## config.mk

```make
export PLATFORM = sky130hd
export DESIGN_NAME = program_frame_receiver
export DESIGN_NICKNAME = d
export VERILOG_FILES = /design/src/rtl/program_frame_receiver.sv
export SDC_FILE = /design/constraint.sdc
export NUM_CORES = 1
export LEC_CHECK = 0
export CELL_PAD_IN_SITES_DETAIL_PLACEMENT = 0
export CELL_PAD_IN_SITES_GLOBAL_PLACEMENT = 1
export CORE_MARGIN = 3
export CORE_UTILIZATION = 42
export CTS_CLUSTER_SIZE = 20
export DETAILED_ROUTE_END_ITERATION = 7
export PLACE_DENSITY_LB_ADDON = 0.1
export SYNTH_ARGS = -nofsm -noshare
export SYNTH_HDL_FRONTEND = slang
export SYNTH_SLANG_ARGS = --single-unit
```

## constraint.sdc

```tcl
create_clock -name clock -period 3.5 [get_ports clock]
set_input_delay 0.35 -clock clock [delete_from_list [all_inputs] [get_ports clock]]
set_output_delay 0.35 -clock clock [all_outputs]
set_load 0.01 [all_outputs]
```

## src/rtl/program_frame_receiver.sv

```systemverilog
// program_frame_receiver: unpacks SYNC/COUNT/START/payload/CHECKSUM frames into loader write strobes
module program_frame_receiver #(
  parameter int ADDR_WIDTH = 5,
  parameter int DATA_WIDTH = 8,
  parameter int MAX_WORDS = 32,
  parameter logic [DATA_WIDTH-1:0] SYNC_BYTE = 8'hA5
) (
  input  logic                  clock,
  input  logic                  reset,
  input  logic [DATA_WIDTH-1:0] rx_data,
  input  logic                  rx_valid,
  output logic                  rx_ready,
  output logic [ADDR_WIDTH-1:0] prog_addr,
  output logic [DATA_WIDTH-1:0] prog_data,
  output logic                  prog_write_enable,
  output logic                  frame_done,
  output logic                  frame_error,
  output logic                  busy,
  output logic                  start_execution
);
  localparam int CW = $clog2(MAX_WORDS + 1);
  typedef enum logic [2:0] {IDLE, COUNT, ADDR, PAYLOAD, CHECK, DONE, ERROR} state_t;
  state_t state, next;
  logic live, accept;
  logic [CW-1:0] remaining;
  logic [DATA_WIDTH-1:0] sum;
  logic [ADDR_WIDTH-1:0] ptr;
  // live keeps rx_ready low while reset is held, even though state already reads IDLE
  assign rx_ready = live && state != DONE && state != ERROR;
  assign accept = rx_valid && rx_ready;
  assign busy = state inside {COUNT, ADDR, PAYLOAD, CHECK};
  assign frame_done = state == DONE;
  assign frame_error = state == ERROR;
  always_ff @(posedge clock or posedge reset)
    if (reset) state <= IDLE;
    else state <= next;
  always_comb begin
    next = state;
    case (state)
      IDLE:    if (accept && rx_data == SYNC_BYTE) next = COUNT;
      COUNT:   if (accept) next = (rx_data == '0 || rx_data > DATA_WIDTH'(MAX_WORDS)) ? ERROR : ADDR;
      ADDR:    if (accept) next = PAYLOAD;
      PAYLOAD: if (accept && remaining == CW'(1)) next = CHECK;
      CHECK:   if (accept) next = (DATA_WIDTH'(sum + rx_data) == '0) ? DONE : ERROR;
      default: next = IDLE;
    endcase
  end
  always_ff @(posedge clock or posedge reset)
    if (reset) begin
      live <= 1'b0;
      remaining <= '0;
      sum <= '0;
      ptr <= '0;
      prog_addr <= '0;
      prog_data <= '0;
      prog_write_enable <= 1'b0;
      start_execution <= 1'b0;
    end else begin
      live <= 1'b1;
      prog_write_enable <= 1'b0;
      if (accept)
        case (state)
          IDLE: if (rx_data == SYNC_BYTE) start_execution <= 1'b0;
          COUNT: begin
            remaining <= rx_data[CW-1:0];
            sum <= rx_data;
          end
          ADDR: begin
            ptr <= rx_data[ADDR_WIDTH-1:0];
            sum <= sum + rx_data;
          end
          PAYLOAD: begin
            prog_addr <= ptr;
            prog_data <= rx_data;
            prog_write_enable <= 1'b1;
            ptr <= ptr + 1'b1;
            sum <= sum + rx_data;
            remaining <= remaining - 1'b1;
          end
          default: ;
        endcase
      if (next == DONE) start_execution <= 1'b1;
    end
endmodule

```

==> impl_metrics.py <==
metrics = {
    "timing": {
        "fin_skew_ps": 9.83,
        "slew_viol_final": 0,
        "setup_ws_ps": 523,
        "fin_tns_setup_ps": 0,
        "finalCritPeriodShare": 0.851,
        "slew_headroom": 0.356,
        "worst-slew-pin-transition_ps": 959,
        "max_freq_mhz": 336,
        "hold_violations": 0,
        "fin_crit_ps": 2980,
        "finalSetupViolCount": 0,
        "rsz0062_at_grt": "false",
        "holdWs_ps": 472,
    },
    "route": {
        "wire_per_inst_um": 15.4,
        "dr.pass1.iters": 6,
        "ant_nets": 0,
        "vias": 1794,
        "drt-initial-drc-count": 80,
        "via_per_inst": 5.40,
        "drc": 0,
        "wl_um": 5120,
    },
    "synthesis": {
        "avgSynthCellArea_sq_um": 9.49,
        "synth_area_leaders": "dfrtp_1, mux2_2, ha_1",
        "yosysWarnings": 0,
        "yosysTopAreaCell": "dfrtp_1",
        "synth_top_area_share": 0.432,
        "ys_types": 45,
        "yosysMostFrequentCell": "dfrtp_1",
        "seq_area_frac_synth": 0.432,
        "synth_ff_type": "dfrtp_1",
        "synth_edf_count": 0,
        "ys_async_sr_fraction": 1.00,
        "netlist_top_cells_count": "dfrtp_1, nand2_1, nor2_1, o21ai_0, a21oi_1",
        "ys_ff_latch": 38,
        "syn_area_sq_um": 2200,
        "syn_nets": 254,
        "synth_cells": 232,
    },
    "worst_setup_path": {
        "required_ps": 3680,
        "cpPeakStageDelay_ps": 550,
        "path_cells": "clkdlybuf4s50_1 > ha_1 > fa_1 > or4_1 > a2111o_1 > or4b_4 > a21o_1",
        "crit_fanout": 3,
        "cp_num_buf_inv": 1,
        "crit_type": "in -> reg",
        "crit_slowest_cell": "or4_1",
        "worstPathArrival_ps": 3160,
        "crit_family": "simple AND/OR/NAND/NOR gates",
        "startpoint_type": "input pin",
        "end_kind": "register",
    },
    "place": {
        "place_congestion": 0.816,
        "place_inst": 324,
        "dp_slack_ps": 238,
        "dpl.hpwl_um": 3750,
        "io_buffers": 29,
    },
    "global_route": {
        "antenna_found_initial": 0,
        "grt_usage": 0.180,
        "grt_remaining_overflow": 0,
        "grt_start_max_net_pins": 39,
        "grt_pass1_wl_um": 8630,
        "grt_pass1_vias": 1765,
    },
    "clock_network": {
        "numCtsBuffers": 5,
        "ctsResizeCount": 0,
        "tritoncts": "yes",
        "clockBufferDepth": 2,
        "root_buffer": "clkbuf_8",
        "clkLatencyLatePin_ps": 290,
        "ctsHoldBuffers": 0,
        "postCtsSetupRepairBufs": 0,
        "htreeDepth": 2,
        "clkTransAtPathRegs_ps": 80,
        "clock_sinks": 38,
    },
    "die": {
        "io_pins": 30,
        "die_h_um": 78.4,
        "start_util": 0.451,
        "core_area_sq_um": 4880,
        "rows": 25,
        "die_w_um": 78.4,
        "dieArea_sq_um": 6150,
    },
    "layout": {
        "drive_gt1_frac": 0.121,
        "num_antenna_cells": 0,
        "area_growth_pct": 21.8,
        "stdcell_count": 332,
        "nets": 286,
    },
    "outcome": {
        "outcome": "completed",
    },
    "worst_hold_path": {
        "worstHoldPathType": "in -> async",
    },
    "power": {
        "power.density_nw_per_um2": 769,
        "ir_drop_v": 0.000386,
        "cellLeakagePower_nw": 1.19,
    },
    "job": {
        "max_cap_violations": 0,
    },
}
[where the power goes]
| group | switching (mW) | total [mW] | internal, mW |
|---|---|---|---|
| clock | 0.165 | 0.324 | 0.159 |
| sequential | 0.165 | 0.779 | 0.614 |
| combinational | 0.476 | 0.958 | 0.482 |
| total | 0.806 | 2.06 | 1.25 |
[path summary, 6_finish.rpt]
| kind | from | endpoint | slack [ps] | depth (start not counted) |
|---|---|---|---|---|
| worst min register to register | sum[0]$_DFFE_PP0P_ | sum[0]$_DFFE_PP0P_ | 490 | 2 |
| min in group clock | sum[0]$_DFFE_PP0P_ | sum[0]$_DFFE_PP0P_ | 490 | 2 |
| worst max register to register | sum[0]$_DFFE_PP0P_ | state[1]$_DFF_PP0_ | 660 | 6 |
| worst max-delay path | rx_data[0] | state[1]$_DFF_PP0_ | 520 | 7 |
| max in group asynchronous | reset | live$_DFF_PP0_ | 2690 | 3 |
| worst min-delay path | reset | prog_data[5]$_DFFE_PP0P_ | 470 | 3 |
[logic make-up (layout without fill, tap and decap cells)]
| logic type | count (synthesis) | after routing | share of synthesized area |
|---|---|---|---|
| XOR/XNOR | 8 | 8 | 0.0318 |
| adder cells (fa/ha/maj) | 11 | 11 | 0.0659 |
| buffers and inverters | 16 | 49 | 0.0278 |
| flip-flops | 38 | 38 | 0.432 |
| multiplexers | 21 | 21 | 0.103 |
| AND/OR/NAND/NOR | 74 | 74 | 0.161 |
| AO/OA/AOI/OAI | 63 | 63 | 0.177 |
| other | 1 | 1 | 0.00170 |
[registers in the layout, summed over array words and instances (netlist names)]
| signal | count |
|---|---|
| start_execution | 1 |
| live | 1 |
| prog_data | 8 |
| prog_addr | 5 |
| sum | 8 |
| remaining | 6 |
| ptr | 5 |
| prog_write_enable | 1 |
| state | 3 |
[cells in the final DEF (no fill, tap or decap), types with 5 or more instances in the layout]
| cell | instances |
|---|---|
| dfrtp_1 | 38 |
| clkdlybuf4s50_1 | 29 |
| nand2_1 | 24 |
| nor2_1 | 22 |
| o21ai_0 | 20 |
| a21oi_1 | 16 |
| mux2_2 | 14 |
| ha_1 | 10 |
| nand3_1 | 7 |
| mux2i_1 | 7 |
| buf_4 | 7 |
| clkbuf_8 | 6 |
| inv_1 | 5 |
| xnor2_1 | 5 |
[final cells by class]
class	instances	area (sq um)
flip-flops and latches	38	951
multi-input cells	178	1190
well taps	67	83.8
fillers	470	2200
inverters	5	18.8
repair buffers	36	343
clock inverters	2	12.5
clock buffers	6	82.6
[worst register-to-register path, cell delays in order (launching register included)]
cell	delay (ps)
dfrtp_1	380
ha_1	220
fa_1	480
or4_1	550
a2111o_1	390
or4b_4	540
a21o_1	180
[through the flow]
| stage | utilization | power [mW] | instance area, sq um |
|---|---|---|---|
| 2_1_floorplan | - | 1.41 | 2200 |
| 3_3_place_gp | 0.530 | 1.73 | 2590 |
| 3_5_place_dp | 0.530 | 1.75 | 2590 |
| 4_1_cts | 0.549 | 2.08 | 2680 |
| 5_1_grt | 0.549 | 2.24 | 2680 |
| 6_report | 0.549 | 2.06 | 2680 |
[routing by layer]
| layer | vias to the layer above | global-route usage | wire [um] | part of all wire |
|---|---|---|---|---|
| li1 | 895 | - | - | - |
| met5 | - | 0 | 0 | 0 |
| met3 | 4 | 0.0378 | 206 | 0.040 |
| met1 | 863 | 0.253 | 2530 | 0.49 |
| met4 | 0 | 0.0402 | 36 | 0.0070 |
| met2 | 32 | 0.284 | 2350 | 0.46 |
No activity file was read; power rests on OpenSTA's default activity.
